File: src/rtl/seg7_reader.sv
// Decodes a seven-segment bus back to a hex digit once the pattern has been steady for STABLE_CYCLES samples.
// Latency: a pattern first sampled at edge k is accepted at edge k + STABLE_CYCLES - 1; outputs are registered.
// Backpressure: one-deep output register; a digit accepted while the register is still held is dropped and flags overrun.
module seg7_reader #(
    parameter int STABLE_CYCLES = 4,
    parameter int COUNT_W       = 8
) (
    input  logic               clk,
    input  logic               rst_n,
    input  logic [6:0]         segments,
    output logic [3:0]         digit,
    output logic               digit_valid,
    input  logic               digit_ready,
    output logic               blank,
    output logic               pattern_error,
    output logic               overrun,
    output logic [COUNT_W-1:0] digit_count
);

    localparam logic [7:0]         STABLE    = 8'(STABLE_CYCLES);
    localparam logic [COUNT_W-1:0] COUNT_ONE = {{(COUNT_W-1){1'b0}}, 1'b1};

    typedef enum logic {
        SETTLE = 1'b0,
        LOCKED = 1'b1
    } state_t;

    state_t     state;
    state_t     state_next;
    logic [6:0] s_q;
    logic [7:0] cnt;
    logic [7:0] cnt_next;
    logic       same;
    logic       accept;
    logic       pat_blank;
    logic       pat_legal;
    logic [3:0] pat_digit;

    // Map a segment pattern to {legal, digit}; anything outside the hex font is illegal.
    function automatic logic [4:0] decode(input logic [6:0] p);
        logic [4:0] r;
        r = 5'h00;
        case (p)
            7'h3F: r = 5'h10;
            7'h06: r = 5'h11;
            7'h5B: r = 5'h12;
            7'h4F: r = 5'h13;
            7'h66: r = 5'h14;
            7'h6D: r = 5'h15;
            7'h7D: r = 5'h16;
            7'h07: r = 5'h17;
            7'h7F: r = 5'h18;
            7'h6F: r = 5'h19;
            7'h77: r = 5'h1A;
            7'h7C: r = 5'h1B;
            7'h39: r = 5'h1C;
            7'h5E: r = 5'h1D;
            7'h79: r = 5'h1E;
            7'h71: r = 5'h1F;
            default: r = 5'h00;
        endcase
        return r;
    endfunction

    // Run-length of identical samples, acceptance and next state.
    // Acceptance takes priority over the change-forces-SETTLE rule so that,
    // with STABLE_CYCLES = 1, an accepted change locks instead of repeating.
    always_comb begin
        same       = (segments == s_q);
        cnt_next   = 8'd1;
        state_next = state;
        if (cnt != 8'd0 && same) begin
            cnt_next = (cnt >= STABLE) ? STABLE : cnt + 8'd1;
        end
        accept = (state == SETTLE) && (cnt_next == STABLE);
        if (accept) begin
            state_next = LOCKED;
        end else if (!same) begin
            state_next = SETTLE;
        end
        pat_blank = (segments == 7'h00);
        {pat_legal, pat_digit} = decode(segments);
    end

    // Sampler, run counter and FSM state register.
    always_ff @(posedge clk or negedge rst_n) begin
        if (!rst_n) begin
            state <= SETTLE;
            s_q   <= 7'h00;
            cnt   <= 8'd0;
        end else begin
            state <= state_next;
            s_q   <= segments;
            cnt   <= cnt_next;
        end
    end

    // Output register, handshake, status flags and delivered-digit counter.
    always_ff @(posedge clk or negedge rst_n) begin
        if (!rst_n) begin
            digit         <= 4'h0;
            digit_valid   <= 1'b0;
            blank         <= 1'b0;
            pattern_error <= 1'b0;
            overrun       <= 1'b0;
            digit_count   <= '0;
        end else begin
            pattern_error <= 1'b0;
            if (digit_valid && digit_ready) begin
                digit_valid <= 1'b0;
            end
            if (accept) begin
                if (pat_blank) begin
                    blank <= 1'b1;
                end else if (pat_legal) begin
                    blank <= 1'b0;
                    if (!digit_valid || digit_ready) begin
                        digit       <= pat_digit;
                        digit_valid <= 1'b1;
                        digit_count <= digit_count + COUNT_ONE;
                    end else begin
                        overrun <= 1'b1;
                    end
                end else begin
                    blank         <= 1'b0;
                    pattern_error <= 1'b1;
                end
            end
        end
    end

endmodule
File: config.mk
export PLATFORM = sky130hd
export DESIGN_NAME = seg7_reader
export DESIGN_NICKNAME = d
export VERILOG_FILES = /design/src/rtl/seg7_reader.sv
export SDC_FILE = /design/constraint.sdc
export NUM_CORES = 1
export LEC_CHECK = 0
export ABC_AREA = 1
export BUFFER_PORTS_ARGS = -buffer_cell sky130_fd_sc_hd__buf_2
export CORE_ASPECT_RATIO = 1.4
export CORE_MARGIN = 3
export CORE_UTILIZATION = 30
export DETAILED_ROUTE_END_ITERATION = 10
export PLACE_DENSITY_LB_ADDON = 0.08
export SLEW_MARGIN = 5
export SYNTH_ARGS = -nofsm -noshare
export SYNTH_HDL_FRONTEND = slang
export SYNTH_SLANG_ARGS = --single-unit
export TNS_END_PERCENT = 10
File: constraint.sdc
create_clock -name clk -period 2.1 [get_ports clk]
set_input_delay 0 -clock clk [delete_from_list [all_inputs] [get_ports clk]]
set_output_delay 0 -clock clk [all_outputs]
set_load 0.005 [all_outputs]
# --- Word-level counts from Yosys, hierarchy flattened ---
# Index checks and enable logic that the tools add are counted.
classes:
  addsub: 2
  mux: 14
  n_reduce_logical: 9
  n_bitwise: 3
  n_eq_ne: 19
  order_cmp: 1
ops:
  columns: ["operator", "n"]
  rows:
  - ["equality test 7 bit (second input constant)", 12]
  - ["one-hot mux 5 bit (16 select lines)", 1]
  - ["adder 8 x 1 -> 8 bit (second input constant)", 2]
  - ["two-way mux 8 bit", 2]
  - ["equality test 7 x 3 -> 1 bit (second input constant)", 2]
  - ["equality test 7 x 6 -> 1 bit (second input constant)", 2]
  - ["two-way mux 1 bit", 11]
  - ["equality test 8 x 3 -> 1 bit (second input constant)", 1]
  - ["greater-or-equal comparator 8 x 3 -> 1 bit (second input constant)", 1]
  - ["AND reduction 4 bit", 2]
  - ["nonzero test 8 bit", 1]
  - ["equality test 7 bit", 1]
  - ["zero test 7 bit", 1]
  - ["logical AND 1 bit", 3]
  - ["NOT 1 bit", 3]
  - ["inequality test 2 x 1 -> 1 bit (second input constant)", 1]
  - ["zero test 1 bit", 1]
  - ["logical OR 1 bit", 1]
word_totals:
  regBits: 32
  output_inout_bits: 16

# --- Depth between registers and ports, before layout ---
logic_depth:
  depth_word: 6
  ltp_mapped: 13

# --- Least setup slack after synthesis ---
# No wires, ideal clock.
synth_path:
  kind: "reg2reg"
  from: "register cnt[0]"
  to: "register digit_count[4]"
  required_ns: 1.983
  n_path_buf: 1
  stages_incl_launch_ff: 10
  t_arrival_ns: 1.477
  slack_ns: 0.506
  period_less_slack_ns: 1.594
  cell_sequence: "dfrtp_1 > inv_1 > ha_1 > nand2_1 > nand3b_4 > nor3_4 > nand2_4 > buf_6 > nand2_1 > nand2_1"
synth_between:
  elab_chain_len: 6
synth_rtl:
  columns: ["element", "line_no", "rtl"]
  rows:
  - ["start, declared", "31", "logic [7:0] cnt;"]
  - ["start signal, assigned", "94", "cnt <= cnt_next;"]
  - ["adder 8 x 1 -> 8 bit (tied with other cells)", "73", "cnt_next = (cnt >= STABLE) ? STABLE : cnt + 8'd1;"]
  - ["two-way mux 8 bit / logical AND 1 bit (equally long branches)", "73, 72", null]
  - ["two-way mux 8 bit (*)", "72", "if (cnt != 8'd0 && same) begin"]
  - ["equality test 8 x 3 -> 1 bit (*)", "75", "accept = (state == SETTLE) && (cnt_next == STABLE);"]
  - ["logical AND 1 bit (*)", "75", null]
  - ["AND reduction 4 bit (no source line) (*)", null, null]
  - ["end signal, assigned", "120", "digit_count <= digit_count + COUNT_ONE;"]
  - ["end, declared", "17", "output logic [COUNT_W-1:0] digit_count"]
# Mark *: on every way between the ends. The rest lies on a longest branch, timed or not.
# A chain may end at the register's enable or synchronous reset.

# --- Final worst setup path ---
layout_path:
  from: "input segments[6]"
  to: "register digit_count[1]"
layout_between:
  elab_chain_len: 6
layout_rtl:
  columns: ["element", "line_no", "rtl"]
  rows:
  - ["start, declared", "10", "input logic [6:0] segments,"]
  - ["equality test 7 bit", "69", "same = (segments == s_q);"]
  - ["logical AND 1 bit", "72", null]
  - ["two-way mux 8 bit", "72", null]
  - ["equality test 8 x 3 -> 1 bit", "75", null]
  - ["logical AND 1 bit", "75", null]
  - ["AND reduction 4 bit (no source line) (*)", null, null]
# Marks and branches as above.

==> out/qor.txt <==
Cells after DPL - 323
Final Setup Violations - 0
share of the yosys chip area belonging to registers - 0.458
Clock Tree Buf Depth - 2
Tmin final - 1820 ps
CTS tree - done
CTS root buf - clkbuf_8
Placement Cell Area - 1960 um2
Post-synth EDFFs - 0
critical path peak fanout - 12
Pins Over Slew Limit - 0
vias per std cell - 4.31
cell area power density - 599 nW/um2
grt ovf - 0
Critical Path Most Common Cell - nand2_1
vias in the first global route - 1,442
Mapped Area - 1750 um2
cell area after layout - 2150 um2
Setup CP Type - in -> reg
final core occ - 0.386
Post-Syn Instances - 226
Detailed Route Iter0 Violations - 46
Die Span Y - 96.4 um
hold crit path type - in -> async
Synthesis Warnings - 0
Leakage Power - 1.24 nW
synth unique cells - 24
share of cells above drive strength 1 - 0.203
total CTS buffers - 5
Die Wd - 70.5 um
unrepaired setup endpoints after global routing - no
number of cell rows - 32
drt drc - 0
top cells by count, synth - nand2_1, dfrtp_1, nor2_1, nand3_1, inv_1
worst path arrival time - 1980 ps
Vias - 1,461
Worst IR Drop VDD - 348 uV
Slew @ Worst Pin - 729 ps
Worst Setup End Kind - register
Buf/Inv on CP - 3
htree depth - 2
IO Pins - 26
Port Buffers - 25
final WL - 3770 um
f_max - 0.550 GHz
first-pass GRT wire length - 6560 um
Yosys top cell area share - 0.458
post-route ant nets - 0
clk sinks - 32
Seq cells post-synth - 32
hold_ws - 310 ps
Critical Path RT - 2260 ps
GPL Wtd Cong - 0.818
Total GRT Usage - 0.124
final instance count without filler cells - 339
cell family with most CP delay - simple AND/OR/NAND/NOR gates
period utilisation layout - 0.867
CP Launch Type - primary input
Layout Area Growth over Synthesis - 22.9%
slew margin rel. - 0.514
final hold vios - 0
Core Box Area - 5570 um2
Synth area leader - dfrtp_1
Diodes inserted - 0
HPWL Detailed - 2860 um
status - completed
Setup TNS Final - 0 ps
Final nets - 284
DR WL/cell - 11.1 um
highest-delay cell along the critical path - dlygate4sd3_1
number of max-cap violations - 0
top cells by area, synth - dfrtp_1, nand2_1, nand3_1
Syn Area/Cell - 7.74 um2
Die ar. - 6800 um2
crit-path cells - dlygate4sd3_1 > buf_2 > inv_2 > nand2_1 > nand2_1 > nand3_1 > nor2_4 > nand3_4 > nor3_4 > nand2_4 > nand2_1 > nand2_1
count leader, synth - nand2_1
ys flop type - dfrtp_1
clock slew at reported path FFs - 60 ps
initial antenna violation count - 0
largest net degree at the start of global routing - 33
Skew-Pair Late Insertion Delay - 280 ps
final clock skew - 4.58 ps
Max stage delay on crit path - 530 ps
Initial Utilization - 0.314
FFs w/ async S/R, synth - 1.00
First-pass DRT Iterations - 4
registers in the layout (all words and copies together) (netlist names):
| register | flops |
|---|---|
| digit_valid | 1 |
| digit | 4 |
| blank | 1 |
| digit_count | 8 |
| s_q | 7 |
| overrun | 1 |
| pattern_error | 1 |
| state | 1 |
| cnt | 8 |
routing by layer:
layer | wire length [um] | vias up | global-route usage
li1 | - | 779 | -
met1 | 1680 | 651 | 0.140
met2 | 1870 | 26 | 0.223
met3 | 155 | 5 | 0.0293
met4 | 62 | 0 | 0.0517
met5 | 0 | - | 0
cell type report:
type	count	area, um2
inverters	25	93.8
fillers	566	3420
clock buffers	7	96.3
well taps	68	85.1
flip-flops and latches	32	801
multi-input cells	170	836
repair buffers	37	238
cells by family after synthesis:
kind of cell | synth area share
buf+inv | 0.0730
compound gates | 0.00787
xor+xnor | 0.0351
other cells | 0.00214
fa+ha+maj | 0.0215
flops | 0.458
simple gates | 0.403
cells in the final DEF (no fill, tap or decap), drive strengths merged:
master	netlist	final
conb	1	5
nand4	2	2
xnor2	3	3
nor3	5	5
nand2	88	88
ha	3	3
dfrtp	32	32
inv	25	25
dlygate4sd3	0	9
or2	1	1
nor2	32	32
a22oi	1	1
nand3	23	23
o22ai	1	1
clkbuf	0	7
xor2	4	4
buf	3	28
nor4	1	1
nand3b	1	1
where the power goes:
part	switching, W	internal, W	total [W]
clock	0.000214	0.000292	0.000506
sequential	0.00000996	0.000638	0.000648
combinational	0.0000837	0.0000501	0.000134
total	0.000308	0.000980	0.00129
metrics by stage:
stage | setup WS, ps | power, W
finish | 280 | 0.00129
global placement | 392 | 0.000785
detailed placement | 365 | 0.000785
CTS | 248 | 0.00131
floorplan | 506 | 0.000728
global route | 88.5 | 0.00135
final timing paths:
kind                             startpoint        endpoint  slack (ps)  depth (start not counted)
worst min register to register      overrun         overrun         460                          2
min in group clk                segments[0]          s_q[0]         430                          2
worst min-delay path                  rst_n          s_q[5]         310                          2
max in group asynchronous             rst_n          s_q[1]        1310                          2
worst max-delay path            segments[6]  digit_count[1]         280                         12
worst max register to register       cnt[0]  digit_count[1]         390                          8
what timing repair did:
action,4_1_cts,5_1_grt
hold buffers,9,0
buffers inserted,0,0
endpoints found under the hold margin,40,0
resized for setup,0,0
Note: power is estimated with default switching activity, not from simulation.
